===== config.mk =====
export PLATFORM = sky130hd
export DESIGN_NAME = ff256_lincomb_accum
export DESIGN_NICKNAME = d
export VERILOG_FILES = /design/src/rtl/ff256_lincomb_accum_pkg.sv /design/src/rtl/ff256_mult_by_const_multiplier.sv /design/src/rtl/ff256_word_fifo.sv /design/src/rtl/ff256_lincomb_accum.sv
export SDC_FILE = /design/constraint.sdc
export NUM_CORES = 1
export LEC_CHECK = 0
export ABC_AREA = 1
export BUFFER_PORTS_ARGS = -buffer_cell sky130_fd_sc_hd__buf_2
export CAP_MARGIN = 20
export CORE_ASPECT_RATIO = 1.25
export CORE_MARGIN = 2
export CORE_UTILIZATION = 60
export CTS_CLUSTER_SIZE = 16
export DETAILED_ROUTE_END_ITERATION = 12
export HOLD_SLACK_MARGIN = 0.12
export PLACE_DENSITY = 0.8
export SETUP_SLACK_MARGIN = 0.15
export SYNTH_ARGS = -nofsm -noshare
export SYNTH_HDL_FRONTEND = slang
export SYNTH_SLANG_ARGS = --single-unit

===== constraint.sdc =====
create_clock -name clk -period 4.9 [get_ports clk]
set_clock_uncertainty 0.2 [all_clocks]
set_input_delay 0 -clock clk [delete_from_list [all_inputs] [get_ports clk]]
set_output_delay 0 -clock clk [all_outputs]
set_load 0.02 [all_outputs]

===== src/rtl/ff256_lincomb_accum_pkg.sv =====
// Shared GF(2^8) constants, FSM state type and register map for the
// constant-multiplier peripheral and the linear-combination accumulator.
package ff256_mult_by_const_defines;

    // Field reduction polynomial x^8+x^4+x^3+x^2+1 (low byte), BETA_k = alpha^k.
    localparam logic [7:0] GF_POLY = 8'h1D;

    localparam logic [7:0] BETA_1  = 8'h02;
    localparam logic [7:0] BETA_2  = 8'h04;
    localparam logic [7:0] BETA_3  = 8'h08;
    localparam logic [7:0] BETA_4  = 8'h10;
    localparam logic [7:0] BETA_6  = 8'h40;
    localparam logic [7:0] BETA_8  = 8'h1D;
    localparam logic [7:0] BETA_9  = 8'h3A;
    localparam logic [7:0] BETA_12 = 8'hCD;

    typedef enum logic [2:0] {
        IDLE  = 3'd0,
        FETCH = 3'd1,
        MAC   = 3'd2,
        DONE  = 3'd3,
        ERROR = 3'd4
    } state_e;

    localparam logic [1:0] ADR_FIFO   = 2'b00;
    localparam logic [1:0] ADR_CTRL   = 2'b01;
    localparam logic [1:0] ADR_RESULT = 2'b10;
    localparam logic [1:0] ADR_STATUS = 2'b11;

    localparam logic [1:0] STAT_IDLE  = 2'b00;
    localparam logic [1:0] STAT_BUSY  = 2'b01;
    localparam logic [1:0] STAT_DONE  = 2'b10;
    localparam logic [1:0] STAT_ERROR = 2'b11;

    function automatic logic [7:0] xtime(input logic [7:0] a);
        return {a[6:0], 1'b0} ^ (a[7] ? GF_POLY : 8'h00);
    endfunction

    // With a constant operand this folds to a fixed XOR network.
    function automatic logic [7:0] gf_mul(input logic [7:0] a,
                                          input logic [7:0] c);
        logic [7:0] p;
        logic [7:0] t;
        p = 8'h00;
        t = a;
        for (int i = 0; i < 8; i++) begin
            if (c[i]) p = p ^ t;
            t = xtime(t);
        end
        return p;
    endfunction

    // Index = {word parity, lane}.
    function automatic logic [7:0] beta_sel(input int idx);
        case (idx)
            0:       return BETA_1;
            1:       return BETA_2;
            2:       return BETA_3;
            3:       return BETA_4;
            4:       return BETA_6;
            5:       return BETA_8;
            6:       return BETA_9;
            7:       return BETA_12;
            default: return 8'h00;
        endcase
    endfunction

endpackage


===== src/rtl/ff256_mult_by_const_multiplier.sv =====
// GF(2^8) multiply of a byte by a compile-time constant.
// Ports: a_i operand byte, p_o product byte.
module ff256_mult_by_const_multiplier
    import ff256_mult_by_const_defines::*;
#(
    parameter logic [7:0] COEF = 8'h01
) (
    input  logic [7:0] a_i,
    output logic [7:0] p_o
);

    assign p_o = gf_mul(a_i, COEF);

endmodule


===== src/rtl/ff256_word_fifo.sv =====
// Word FIFO with synchronous reset and flush.
// Ports: clk, reset, flush_i, push_i/data_i, pop_i/data_o, full_o, empty_o, level_o.
module ff256_word_fifo #(
    parameter  int DW    = 32,
    parameter  int DEPTH = 4,
    localparam int AW    = $clog2(DEPTH),
    localparam int LW    = AW + 1
) (
    input  logic          clk,
    input  logic          reset,
    input  logic          flush_i,
    input  logic          push_i,
    input  logic          pop_i,
    input  logic [DW-1:0] data_i,
    output logic [DW-1:0] data_o,
    output logic          full_o,
    output logic          empty_o,
    output logic [LW-1:0] level_o
);

    logic [DW-1:0] mem_q [DEPTH];
    logic [AW-1:0] wr_q;
    logic [AW-1:0] rd_q;
    logic [LW-1:0] lvl_q;
    logic          do_pop;
    logic          do_push;

    assign full_o  = (lvl_q == LW'(DEPTH));
    assign empty_o = (lvl_q == '0);
    assign level_o = lvl_q;
    assign data_o  = mem_q[rd_q];

    // A full FIFO still takes a push when a pop frees a slot this cycle.
    assign do_pop  = pop_i && !empty_o;
    assign do_push = push_i && (!full_o || do_pop);

    always_ff @(posedge clk) begin
        if (reset || flush_i) begin
            wr_q  <= '0;
            rd_q  <= '0;
            lvl_q <= '0;
        end else begin
            if (do_push) wr_q <= wr_q + AW'(1);
            if (do_pop)  rd_q <= rd_q + AW'(1);
            lvl_q <= lvl_q + LW'(do_push) - LW'(do_pop);
        end
    end

    always_ff @(posedge clk) begin
        if (do_push && !reset && !flush_i) mem_q[wr_q] <= data_i;
    end

endmodule


===== src/rtl/ff256_lincomb_accum.sv =====
// Wishbone slave computing y = XOR_k BETA_k * x_k byte-serially over N FIFO words.
// Ports: clk, reset, Wishbone adr/data/we/sel/stb/cyc/ack, status_o (00 idle 01 busy 10 done 11 error).
module ff256_lincomb_accum
    import ff256_mult_by_const_defines::*;
#(
    parameter int BUS_WIDTH  = 2,
    parameter int DATA_WIDTH = 32,
    parameter int BE_WIDTH   = 4,
    parameter int FIFO_DEPTH = 4
) (
    input  logic                  clk,
    input  logic                  reset,
    input  logic [BUS_WIDTH-1:0]  adr_i,
    input  logic [DATA_WIDTH-1:0] data_i,
    output logic [DATA_WIDTH-1:0] data_o,
    input  logic                  we_i,
    input  logic [BE_WIDTH-1:0]   sel_i,
    input  logic                  stb_i,
    input  logic                  cyc_i,
    output logic                  ack_o,
    output logic [1:0]            status_o
);

    localparam int LW = $clog2(FIFO_DEPTH) + 1;

    state_e                state_q, state_d;
    logic [7:0]            acc_q, acc_d;
    logic [DATA_WIDTH-1:0] word_q, word_d;
    logic [1:0]            lane_q, lane_d;
    logic [7:0]            n_q, n_d;
    logic [7:0]            cnt_q, cnt_d;
    logic                  ovf_q, ovf_d;
    logic                  ack_q;
    logic                  pend_q, pend_d;
    logic [7:0]            pend_n_q, pend_n_d;

    logic                  access;
    logic                  wr_fifo;
    logic                  wr_ctrl;
    logic                  clear;
    logic                  start_req;
    logic [7:0]            start_n;
    logic                  fifo_pop;
    logic                  fifo_full;
    logic                  fifo_empty;
    logic [DATA_WIDTH-1:0] fifo_rd;
    logic [LW-1:0]         fifo_lvl;
    logic [3:0]            lvl4;
    logic [7:0]            cur_byte;
    logic [7:0]            mac_term;
    logic [7:0]            prod [8];
    logic                  unused_sel;

    assign unused_sel = ^sel_i;

    assign access  = stb_i && cyc_i && !ack_q;
    assign wr_fifo = access && we_i && (adr_i == ADR_FIFO);
    assign wr_ctrl = access && we_i && (adr_i == ADR_CTRL);
    assign clear   = wr_ctrl && data_i[1];

    // A START that arrived together with CLEAR is replayed one cycle later.
    assign start_req = pend_q || (wr_ctrl && data_i[0]);
    assign start_n   = pend_q ? pend_n_q : data_i[15:8];

    ff256_word_fifo #(
        .DW    (DATA_WIDTH),
        .DEPTH (FIFO_DEPTH)
    ) u_fifo (
        .clk     (clk),
        .reset   (reset),
        .flush_i (clear),
        .push_i  (wr_fifo),
        .pop_i   (fifo_pop),
        .data_i  (data_i),
        .data_o  (fifo_rd),
        .full_o  (fifo_full),
        .empty_o (fifo_empty),
        .level_o (fifo_lvl)
    );

    assign cur_byte = word_q[{lane_q, 3'b000} +: 8];

    for (genvar g = 0; g < 8; g++) begin : g_mul
        ff256_mult_by_const_multiplier #(
            .COEF (beta_sel(g))
        ) u_mul (
            .a_i (cur_byte),
            .p_o (prod[g])
        );
    end

    // Word parity is the LSB of the count of words already finished.
    assign mac_term = prod[{cnt_q[0], lane_q}];

    always_comb begin
        state_d  = state_q;
        acc_d    = acc_q;
        word_d   = word_q;
        lane_d   = lane_q;
        n_d      = n_q;
        cnt_d    = cnt_q;
        ovf_d    = ovf_q;
        pend_d   = 1'b0;
        pend_n_d = pend_n_q;
        fifo_pop = 1'b0;
        if (clear) begin
            state_d  = IDLE;
            acc_d    = 8'h00;
            cnt_d    = 8'h00;
            ovf_d    = 1'b0;
            pend_d   = data_i[0];
            pend_n_d = data_i[15:8];
        end else begin
            unique case (state_q)
                IDLE, DONE, ERROR: begin
                    if (start_req) begin
                        if (start_n != 8'd0) begin
                            state_d = FETCH;
                            acc_d   = 8'h00;
                            n_d     = start_n;
                            cnt_d   = 8'h00;
                        end else begin
                            state_d = ERROR;
                        end
                    end
                end
                FETCH: begin
                    if (!fifo_empty) begin
                        fifo_pop = 1'b1;
                        word_d   = fifo_rd;
                        lane_d   = 2'd0;
                        state_d  = MAC;
                    end
                end
                MAC: begin
                    acc_d  = acc_q ^ mac_term;
                    lane_d = lane_q + 2'd1;
                    if (lane_q == 2'd3) begin
                        cnt_d   = cnt_q + 8'd1;
                        state_d = (cnt_q + 8'd1 == n_q) ? DONE : FETCH;
                    end
                end
                default: state_d = IDLE;
            endcase
            if (wr_fifo && fifo_full && !fifo_pop) ovf_d = 1'b1;
        end
    end

    always_ff @(posedge clk) begin
        if (reset) begin
            state_q  <= IDLE;
            acc_q    <= 8'h00;
            word_q   <= '0;
            lane_q   <= 2'd0;
            n_q      <= 8'h00;
            cnt_q    <= 8'h00;
            ovf_q    <= 1'b0;
            ack_q    <= 1'b0;
            pend_q   <= 1'b0;
            pend_n_q <= 8'h00;
        end else begin
            state_q  <= state_d;
            acc_q    <= acc_d;
            word_q   <= word_d;
            lane_q   <= lane_d;
            n_q      <= n_d;
            cnt_q    <= cnt_d;
            ovf_q    <= ovf_d;
            ack_q    <= access;
            pend_q   <= pend_d;
            pend_n_q <= pend_n_d;
        end
    end

    assign ack_o = ack_q;

    // Overflow dominates the reported status until cleared.
    always_comb begin
        status_o = STAT_IDLE;
        if (ovf_q) begin
            status_o = STAT_ERROR;
        end else begin
            unique case (state_q)
                IDLE:       status_o = STAT_IDLE;
                FETCH, MAC: status_o = STAT_BUSY;
                DONE:       status_o = STAT_DONE;
                ERROR:      status_o = STAT_ERROR;
                default:    status_o = STAT_IDLE;
            endcase
        end
    end

    assign lvl4 = 4'(fifo_lvl);

    always_comb begin
        data_o = '0;
        unique case (adr_i)
            ADR_RESULT: data_o = {14'd0, status_o, 8'd0, acc_q};
            ADR_STATUS: data_o = {16'd0, 7'd0, ovf_q, 4'd0, lvl4};
            default:    data_o = '0;
        endcase
    end

endmodule


======== Word-level counts from Yosys, hierarchy flattened ========
Memory sizes are Yosys's and may differ from the RTL's. A register that Yosys moved wholly into a read port is not among the register bits.
Index checks and enable logic that the tools add are counted.
storage, ports and cells
  word-level logic and storage cells ...... 125
  output and inout port bits .............. 35
  input port bits ......................... 43
  memories ................................ 1
  RAM bits ................................ 128
  bits in registers ....................... 47
memories
  name          words  bits a word  read ports  clocked after memory_dff  write ports  line                   source
  u_fifo.mem_q  4      32           1           1                         1            ff256_word_fifo.sv:21  logic [DW-1:0] mem_q [DEPTH];
operators by class
  equal/unequal tests ..................... 14
  magnitude comparators ................... 1
  multiplexer cells ....................... 33
  reductions and logical operators ........ 38
  shift-type cells ........................ 1
  bitwise operators ....................... 19
  $add $sub $neg .......................... 6
operator list
  kind                 number
  $xor 8x8->8          15
  $mux 8               6
  $pmux 18 s2          1
  $mux 5               7
  $pmux 8 s2           2
  $shiftx 32x6->8      1
  $bmux 8 s3           1
  $logic_and 1x1->1    13
  $mux 3               4
  $reduce_and 3->1     4
  $pmux 3 s3           1
  $add 8x1->8 const B  1
  $eq 8x8->1           1
  $ne 2x2->1 const B   4
  $reduce_and 4->1     2
  $reduce_bool 8->1    1
  $xor 8x5->8          1
  $add 2x1->2 const B  3
  $eq 2x2->1 const B   3
  $eq 3x2->1 const B   2
  $eq 3x3->1 const B   2
  $logic_not 1->1      6
  $logic_not 3->1      2
  $mux 1               6
  15 further kinds     23

======== Logic depth before layout (Yosys ltp) ========
Gate-level depths: netlist of run 1.
  word-level depth ........................ 21
  depth in mapped cells ................... 22
  mapped depth without buffers ............ 22

======== Modules after synthesis ========
A second synthesis of run 1 with hierarchy kept.
unflattened totals
  cell total of the unflattened synthesis .. 1521
  area total of the unflattened synthesis .. 11800.1 sq um
by module, submodules not included
  module                                           area an instance (sq um)  instances  cells each
  ff256_word_fifo                                  5311.3                    1          381
  ff256_lincomb_accum                              4359.2                    1          717
  ff256_mult_by_const_multiplier (g_mul[7].u_mul)  478.0                     1          94
  ff256_mult_by_const_multiplier (g_mul[6].u_mul)  454.2                     1          85
  ff256_mult_by_const_multiplier (g_mul[5].u_mul)  370.4                     1          68
  ff256_mult_by_const_multiplier (g_mul[4].u_mul)  234.0                     1          49
  ff256_mult_by_const_multiplier (g_mul[3].u_mul)  231.5                     1          50
  ff256_mult_by_const_multiplier (g_mul[2].u_mul)  155.1                     1          35
  ff256_mult_by_const_multiplier (g_mul[1].u_mul)  120.1                     1          24
  ff256_mult_by_const_multiplier (g_mul[0].u_mul)  86.3                      1          18

======== Worst setup path before layout of run 1 ========
Ideal clock, no wire load.
  kind .................................... reg2reg
  start ................................... register state_q[0]
  end ..................................... memory u_fifo.mem_q[0][0], enable pin
  path buffers ............................ 0
  stages on the path, launching flop included .. 11
  required time ........................... 4.279 ns
  arrival time ............................ 2.759 ns
  setup slack ............................. 1.520 ns
  clock period less this slack ............ 3.380 ns
  library setup time ...................... 0.421 ns
  path through ............................ dfxtp_1 -> inv_1 -> nor3_1 -> inv_1 -> nor2_1 -> nand2_1 -> nand2_1 -> nand2_1 -> inv_1 -> nand2_1 -> nor2_1
between the ends
  cells in the longest elaborated chain, start to end .. 11
ends and longest elaborated chain
  element                         line                        source
  start, declared                 ff256_lincomb_accum.sv:26   state_e state_q, state_d;
  start signal, assigned          ff256_lincomb_accum.sv:162  state_q <= state_d;
  $eq 3x1->1                      ff256_lincomb_accum.sv:114  unique case (state_q)
  $mux 1                          ff256_lincomb_accum.sv:114
  $mux 1 (2 in a row)             ff256_lincomb_accum.sv:106  if (clear) begin
  $logic_and 1x1->1               ff256_word_fifo.sv:34       assign do_pop = pop_i && !empty_o;
  $logic_or 1x1->1                ff256_word_fifo.sv:35       assign do_push = push_i && (!full_o || do_pop);
  $logic_and 1x1->1               ff256_word_fifo.sv:35
  $logic_and 1x1->1 (2 in a row)  ff256_word_fifo.sv:50       if (do_push && !reset && !flush_i) mem_q[wr_q] <= data_i;
  $mux 1                          ff256_word_fifo.sv:50
  $mux 1 (implied by the code)    ff256_word_fifo.sv:50
  end, declared                   ff256_word_fifo.sv:21
No other way between the ends. The select of a mux whose other input is x is not followed.

======== Worst setup path after layout of run 1 ========
  start ................................... input port cyc_i
  end ..................................... register u_fifo.lvl_q[2], in the netlist u_fifo.level_o[2]
between the ends
  cells in the longest elaborated chain, start to end .. 11
  elaborated cells on any way between the ends .. 13
  those cells by class .................... add/sub (2); mux (1); reduce/logical (10)
ends and longest elaborated chain
  element                           line                                                  source
  start, declared                   ff256_lincomb_accum.sv:19                             input logic cyc_i,
  $logic_and 1x1->1 * (2 in a row)  ff256_lincomb_accum.sv:56                             assign access = stb_i && cyc_i && !ack_q;
  $logic_and 1x1->1 *               ff256_lincomb_accum.sv:57, ff256_lincomb_accum.sv:58
  $logic_and 1x1->1                 ff256_lincomb_accum.sv:58                             assign wr_ctrl = access && we_i && (adr_i == ADR_CTRL);
  $logic_and 1x1->1                 ff256_lincomb_accum.sv:59                             assign clear = wr_ctrl && data_i[1];
  $mux 1                            ff256_lincomb_accum.sv:106
  $logic_and 1x1->1                 ff256_word_fifo.sv:34
  $logic_or 1x1->1                  ff256_word_fifo.sv:35
  $logic_and 1x1->1                 ff256_word_fifo.sv:35
  $add 3x1->3                       ff256_word_fifo.sv:45                                 lvl_q <= lvl_q + LW'(do_push) - LW'(do_pop);
  $sub 3x1->3                       ff256_word_fifo.sv:45
  end signal, assigned              ff256_word_fifo.sv:45
  end, declared                     ff256_word_fifo.sv:24                                 logic [LW-1:0] lvl_q;
Mark *: on every way between the ends. The rest lies on a longest branch, timed or not.
A chain may end at the register's enable or synchronous reset.

==> run metrics, run 1 <==
area fraction of the dominant cell type after synthesis=0.3859; slowest cell delay on critical path=0.63 ns; share of final-layout standard cells stronger than drive strength 1=0.1005; dominant cell type by count on the critical path=sky130_fd_sc_hd__dlygate4sd3_1; number of core rows=52; DRT Pass-1 Iters=7; worst voltage drop across the vdd grid=between 0.3 and 0.4 mV; Crit Path Category=in -> reg; die footprint=0.01765 sq mm; count of vias placed by the detailed router=roughly 8,500; cell-by-cell listing of the critical path=dlygate4sd3_1 -> buf_2 -> dlygate4sd3_1 -> nand2_1 -> dlygate4sd3_1 -> nor2_1 -> nand3_1 -> nor2_1 -> dlygate4sd3_1 -> nand2_1 -> nand2_2 -> inv_1 -> ha_1 -> inv_1 -> ha_1 -> fa_1 -> xor2_1 -> nor2_1; HPWL after detailed placement=approximately 14,000 um; number of synthesized register bits=between 200 and 250; largest area contributor in the synthesized netlist=sky130_fd_sc_hd__edfxtp_1; setup TNS=0 ns; final hold vios=0; post-synthesis async set-or-reset flop share=0; Gate Count Post-Synth=1,180; count of pins on the block boundary=78; Clk Tree Root Cell=sky130_fd_sc_hd__clkbuf_16; Tightest Pin Transition=a little over 0.8 ns; fin crit share=0.8822; initial detailed-routing violation count=slightly below 900; worst-path maximum fanout=19; switching share of power=0.2952; Seq. cell area=0.005426 sq mm; Buf+Inv Stages, Crit Path=7; die boundary height=148.0 um; count of input and output buffers=52; CP arrival=roughly 4.5 ns; largest net degree at the start of global routing=68; power spent charging and discharging nets=~1300 uW; Residual DRC=0; number of global-route vias before repair=~8,200; crit path time final=roughly 4.3 ns; result of the run=finished, final reports clean; first-pass GRT wire length=38,980 um; Worst slew margin=0.4475; top-count cell post-synth=sky130_fd_sc_hd__nand2_1; average instance area after synthesis=around 8.4 sq um; CP delay by family, top=buffers and inverters; max-slew violation count=0; max capacitance violation total=0; sequential-to-total area share from yosys stat=0.5447; worst skew pair latency=0.50 ns; overall track demand over capacity in global routing=0.2734; RSZ-0062 raised after global routing=false; Diodes inserted=0; power per unit of standard cell area=377.3 mW/mm^2; routed wire length per instance=between 15 and 20 um; area of the core region=between 0.015 and 0.02 sq mm; maximum buffer depth of the clock tree=3; proportion of power drawn by the clock network=0.357; Primary FF master, synth=sky130_fd_sc_hd__edfxtp_1; post-CTS setup buffer count=0; initial antenna violation count=0; endpoint kind of the worst setup timing path=register; number of unique standard cell types used by synthesis=40; number of buffers added by the clock tree synthesis step=20; warnings from Yosys=0; # setup viols final=0; required time at the endpoint of the critical path=between 5 and 6 ns; share of total power in combinational logic=0.205; initial standard-cell utilization of the core=0.6148; cell-internal power=3114 uW; multi-input logic area=slightly below 0.004 sq mm; standby leakage power=~0.0047 uW; maximum clock frequency=0.2313 GHz; Final Wtd Congestion=between 0.8 and 0.9; post-synthesis to final-layout area growth=17.59%; leading cell types by total area after synthesis=sky130_fd_sc_hd__edfxtp_1, sky130_fd_sc_hd__dfxtp_1, sky130_fd_sc_hd__nand2_1; CP startpoint kind=input port; via count normalized by instance count=between 5 and 6; register clock-pin slew on the reported worst setup and hold paths=~0.07 ns; Critical-path top delay cell=sky130_fd_sc_hd__dlygate4sd3_1; cell area after technology mapping=0.009960 sq mm; class of the most critical hold timing path=in -> reg; Routed Antenna Nets=0; total wire length=23,980 um; overflow left after global routing=0; die boundary width=119.2 um; clock net sink count=around 210; Final Util=0.7229; number of H-tree levels=1; register share of total power=0.438; Final Net Count=~1,300; filler cell count=roughly 1,200; leading post-synthesis cells by instance count=sky130_fd_sc_hd__nand2_1, sky130_fd_sc_hd__nor2_1, sky130_fd_sc_hd__o21ai_0, sky130_fd_sc_hd__edfxtp_1, sky130_fd_sc_hd__inv_1; CTS tree=done; EDFF count, synth=128
## repair_timing
| item | 4_1_cts | 5_1_grt |
|---|---|---|
| endpoints found under the hold margin | 199 | 0 |
| endpoints found under the setup margin | 0 | 2 |
| hold buffers | 74 | 0 |
| resized for setup | 0 | 1 |
## placed cells by master (no fill, tap or decap), types with 2 or more instances in the layout
| cell | n |
|---|---|
| sky130_fd_sc_hd__o21ai_0 | 145 |
| sky130_fd_sc_hd__nand4_1 | 5 |
| sky130_fd_sc_hd__inv_2 | 6 |
| sky130_fd_sc_hd__dfxtp_1 | 78 |
| sky130_fd_sc_hd__nor2_2 | 4 |
| sky130_fd_sc_hd__o211ai_1 | 6 |
| sky130_fd_sc_hd__xnor2_1 | 4 |
| sky130_fd_sc_hd__bufinv_16 | 3 |
| sky130_fd_sc_hd__o21ai_1 | 5 |
| sky130_fd_sc_hd__nor4_1 | 2 |
| sky130_fd_sc_hd__buf_2 | 52 |
| sky130_fd_sc_hd__buf_4 | 14 |
| sky130_fd_sc_hd__ha_1 | 8 |
| sky130_fd_sc_hd__nand3_1 | 74 |
| sky130_fd_sc_hd__clkinvlp_2 | 2 |
| sky130_fd_sc_hd__nor2_1 | 165 |
| sky130_fd_sc_hd__nor3_1 | 9 |
| sky130_fd_sc_hd__xor2_1 | 13 |
| sky130_fd_sc_hd__nand2_2 | 20 |
| sky130_fd_sc_hd__dlygate4sd3_1 | 74 |
| sky130_fd_sc_hd__a21oi_1 | 44 |
| sky130_fd_sc_hd__inv_1 | 81 |
| sky130_fd_sc_hd__conb_1 | 21 |
| sky130_fd_sc_hd__edfxtp_1 | 128 |
| sky130_fd_sc_hd__a31oi_1 | 24 |
| sky130_fd_sc_hd__a22oi_1 | 6 |
| sky130_fd_sc_hd__clkbuf_16 | 20 |
| sky130_fd_sc_hd__clkinv_1 | 7 |
| sky130_fd_sc_hd__o22ai_1 | 13 |
| sky130_fd_sc_hd__nand2_1 | 254 |
## sequential cells by signal, summed over array words and instances (netlist names)
| name | count |
|---|---|
| u_fifo.mem_q | 128 |
| pend_n_q | 8 |
| u_fifo.wr_q | 2 |
| state_q | 3 |
| ack_o | 1 |
| acc_q | 8 |
| lane_q | 2 |
| ovf_q | 1 |
| u_fifo.level_o | 3 |
| word_q | 32 |
| pend_q | 1 |
| u_fifo.rd_q | 2 |
| cnt_q | 8 |
| n_q | 8 |
## tightest hold or removal path, cell delays in order
cell                            delay [ns]
sky130_fd_sc_hd__dlygate4sd3_1        0.52
sky130_fd_sc_hd__buf_2                0.11
sky130_fd_sc_hd__inv_1                0.05
sky130_fd_sc_hd__o21ai_0              0.13
## per-stage QoR
stage | instances | cell area (sq um) | power, uW | worst slack (ns) | hold WS (ns)
3_3_place_gp | 1410 | 10290 | 2788 | 1.815 | 0.01279
2_1_floorplan | 1200 | 10030 | 2644 | 1.520 | -0.1309
6_report | 1520 | 11710 | 4418 | 0.5773 | 0.1387
3_5_place_dp | 1410 | 10290 | 2810 | 1.737 | 0.01461
5_1_grt | 1520 | 11710 | 4636 | 0.2798 | 0.1386
4_1_cts | 1520 | 11710 | 4404 | 0.4567 | 0.1317
## final timing paths
path	slack (ns)	endpoint	depth (start not counted)	start
max	0.58	u_fifo.level_o[2]$_SDFF_PP0_	18	cyc_i
min	0.14	pend_n_q[1]$_SDFFE_PP0P_	4	data_i[9]
max reg2reg	1.53	u_fifo.level_o[2]$_SDFF_PP0_	13	ack_o$_SDFF_PP0_
min reg2reg	0.26	n_q[0]$_SDFFE_PP0P_	2	n_q[0]$_SDFFE_PP0P_
## area by class of cell
| type | instances | share of cell area |
|---|---|---|
| sequential | 207 | 0.4634 |
| tap | 216 | 0.02308 |
| clock inverter | 15 | 0.01368 |
| inverter | 89 | 0.02874 |
| clock buffer | 21 | 0.04391 |
| timing repair buffer | 140 | 0.09444 |
| multi-input combinational | 832 | 0.3328 |
## logic make-up after synthesis
logic type,after synthesis,share of synthesized area
AO/OA/AOI/OAI,247,0.1332
flip-flops,207,0.5447
adder cells (fa/ha/maj),9,0.01206
other,1,0.0003765
buffers and inverters,161,0.07274
XOR/XNOR,17,0.01495
AND/OR/NAND/NOR,538,0.2220
## routing by layer
layer,track usage,wire (um),vias to the layer above
met5,0,0,-
met4,0.1071,707,0
met3,0.03549,1551,63
met2,0.4891,12170,345
met1,0.3358,9557,3958
li1,-,-,4154
## power by group through the flow
| stage | logic [uW] | registers, uW | clock network, uW |
|---|---|---|---|
| floorplan | 689 | 1960 | 0 |
| global placement | 819 | 1970 | 0 |
| detailed placement | 839 | 1970 | 0 |
| CTS | 888 | 1930 | 1580 |
| global route | 1030 | 1940 | 1670 |
| finish | 906 | 1930 | 1580 |
(Power assumes the default switching activity.)
==> run 2, diff against run 1 <==
--- a/config.mk
+++ b/config.mk
@@ -14,7 +14,7 @@
 export CTS_CLUSTER_SIZE = 16
 export DETAILED_ROUTE_END_ITERATION = 12
 export HOLD_SLACK_MARGIN = 0.12
-export PLACE_DENSITY = 0.8
+export PLACE_DENSITY_LB_ADDON = 0.08
 export SETUP_SLACK_MARGIN = 0.15
 export SYNTH_ARGS = -nofsm -noshare
 export SYNTH_HDL_FRONTEND = slang
==> run metrics, run 2 (same netlist as run 1, synthesis figures left out) <==
max-slew violation count=0 (unchanged); number of global-route vias before repair=7,921 (-3.9%); Resized cells post-CTS=0 (unchanged); number of H-tree levels=1 (unchanged); die footprint=0.01765 sq mm (unchanged); leading cell types in the layout, fill and taps excluded=sky130_fd_sc_hd__nand2_1, sky130_fd_sc_hd__nor2_1, sky130_fd_sc_hd__o21ai_0; largest net degree at the start of global routing=68 (unchanged); Largest register FFs=128 (unchanged); register clock-pin slew on the reported worst setup and hold paths=0.06 ns (about the same); Residual DRC=0 (unchanged); start point of the critical path=cyc_i; clock net sink count=207 (unchanged); via count normalized by instance count=5.463 (-2.5%); number of buffers added by the clock tree synthesis step=21 (+5.0%); Routed Antenna Nets=0 (unchanged); crit path time final=4.388 ns (+0.06526 ns); die boundary width=119.2 um (unchanged); standby leakage power=0.004757 uW (+1.4%); maximum clock frequency=0.2279 GHz (-1.5%); setup TNS=0 ns (unchanged); source of the worst register-to-register timing path=state_q[0]$_SDFFE_PP0P_; Final Util=0.7281 (+0.005251); count of pins on the block boundary=78 (unchanged); initial antenna violation count=0 (unchanged); total wire length=23,780 um (-0.85%); CP arrival=4.40 ns (-0.12 ns); number of core rows=52 (unchanged); initial detailed-routing violation count=771 (-13%); share of final-layout standard cells stronger than drive strength 1=0.1064 (+0.005923); max capacitance violation total=0 (unchanged); register name with the most flops=u_fifo.mem_q; Crit Path Category=in -> reg; overall track demand over capacity in global routing=0.2670 (-0.006475); endpoint kind of the worst setup timing path=register; initial standard-cell utilization of the core=0.6148 (unchanged); Final Net Count=1,353 (+0.82%); Seq. cell area=0.005426 sq mm (unchanged); maximum buffer depth of the clock tree=3 (unchanged); post-synthesis to final-layout area growth=18.44%; DRT Pass-1 Iters=5 (-2); CTS tree=done; cell count after placement=1,409 (-0.071%); required time at the endpoint of the critical path=4.92 ns (-0.18 ns); CP startpoint kind=input port; Tightest Pin Transition=0.7469 ns (-0.08078 ns); die boundary height=148.0 um (unchanged); class of the most critical hold timing path=in -> reg; filler cell count=1,238 (+3.1%); Clk Tree Root Cell=sky130_fd_sc_hd__clkbuf_16; most common cell after layout, fill and taps aside=sky130_fd_sc_hd__nand2_1; worst voltage drop across the vdd grid=0.3442 mV (+7.1%); min-delay src=data_i[9]; non-filler instance count after layout=1,532 (+0.79%); multi-input logic area=0.003915 sq mm (+0.45%); final hold vios=0 (unchanged); worst-path maximum fanout=22 (+3); overflow left after global routing=0 (unchanged); biggest regs=u_fifo.mem_q: 128 flops, word_q: 32 flops; # setup viols final=0 (unchanged); Final Wtd Congestion=0.9049 (+2.9%); fin crit share=0.8955 (+0.01332); count of input and output buffers=52 (unchanged); routed wire length per instance=15.52 um (-1.6%); RSZ-0062 raised after global routing=false; count of vias placed by the detailed router=8,369 (-1.8%); Worst slew margin=0.5009 (+0.05343); HPWL after detailed placement=14,290 um (+0.65%); first-pass GRT wire length=38,010 um (-2.5%); result of the run=finished, final reports clean; Diodes inserted=0 (unchanged); area of the core region=0.01620 sq mm (unchanged); power per unit of standard cell area=372.3 mW/mm^2 (-1.3%); worst skew pair latency=0.51 ns (about the same)
-- run 2: cell types whose count changed in the layout (fill, tap and decap cells not counted), sizes merged --
| cell | change |
|---|---|
| clkbuf | +8 |
| buf | +8 |
| clkinvlp | -3 |
| clkinv | -2 |
| bufinv | -2 |
| inv | +1 |
| dlygate4sd3 | +2 |
-- run 2: layout make-up --
class | instances | share of cell area
multi-input cells | 832 | 0.3319
clock buffers | 29 | 0.04964
clock inverters | 9 | 0.006470
flip-flops and latches | 207 | 0.4600
well taps | 216 | 0.02291
inverters | 89 | 0.02853
repair buffers | 150 | 0.1006
-- run 2: per-layer routing --
| layer | vias to the layer above | GRT usage | part of all wire | routed length [um] |
|---|---|---|---|---|
| li1 | 4179 | - | - | - |
| met4 | 0 | 0.1161 | 0.035 | 834 |
| met2 | 261 | 0.4698 | 0.50 | 11910 |
| met3 | 53 | 0.03434 | 0.046 | 1089 |
| met1 | 3876 | 0.3299 | 0.42 | 9944 |
| met5 | - | 0 | 0 | 0 |
-- run 2: power breakdown --
group          leakage (uW)  internal (uW)  switching [uW]
clock network      0.000331            893             662
logic               0.00264            296             611
registers           0.00179           1900            34.7
-- run 2: what timing repair did --
action                                  4_1_cts  5_1_grt
endpoints found under the setup margin        0       30
hold buffers                                 76        0
buffers inserted                              0        9
endpoints found under the hold margin       187        0
-- run 2: worst paths after layout --
kind | endpoint | slack [ns] | depth (start not counted)
setup reg to reg | u_fifo.mem_q[1][10]$_DFFE_PP_ | 1.38 | 11
setup / recovery | u_fifo.mem_q[1][10]$_DFFE_PP_ | 0.51 | 14
hold reg to reg | pend_n_q[5]$_SDFFE_PP0P_ | 0.26 | 2
hold / removal | pend_n_q[1]$_SDFFE_PP0P_ | 0.13 | 4
-- run 2: metrics by stage --
step                power [uW]  setup WS [ns]  cell area [sq um]  hold WS (ns)
floorplan                 2644          1.520              10030       -0.1309
global placement          2797          1.416              10310      0.002579
detailed placement        2811          1.331              10310       0.01415
CTS                       4387         0.5078              11730        0.1283
global route              4593         0.1637              11800        0.1539
finish                    4392         0.5121              11800        0.1318
-- run 2: worst max-delay path: stages --
cell and delay [ns]:
sky130_fd_sc_hd__dlygate4sd3_1 0.54, sky130_fd_sc_hd__buf_2 0.13, sky130_fd_sc_hd__dlygate4sd3_1 0.55, sky130_fd_sc_hd__nand2_1 0.06, sky130_fd_sc_hd__dlygate4sd3_1 0.57, sky130_fd_sc_hd__nor2_1 0.05, sky130_fd_sc_hd__nand3_1 0.08, sky130_fd_sc_hd__nor2_1 0.08
sky130_fd_sc_hd__nand2_1 0.17, sky130_fd_sc_hd__nand2_1 0.41, sky130_fd_sc_hd__inv_1 0.47, sky130_fd_sc_hd__nand2_1 0.33, sky130_fd_sc_hd__nor2_4 0.66, sky130_fd_sc_hd__buf_4 0.29
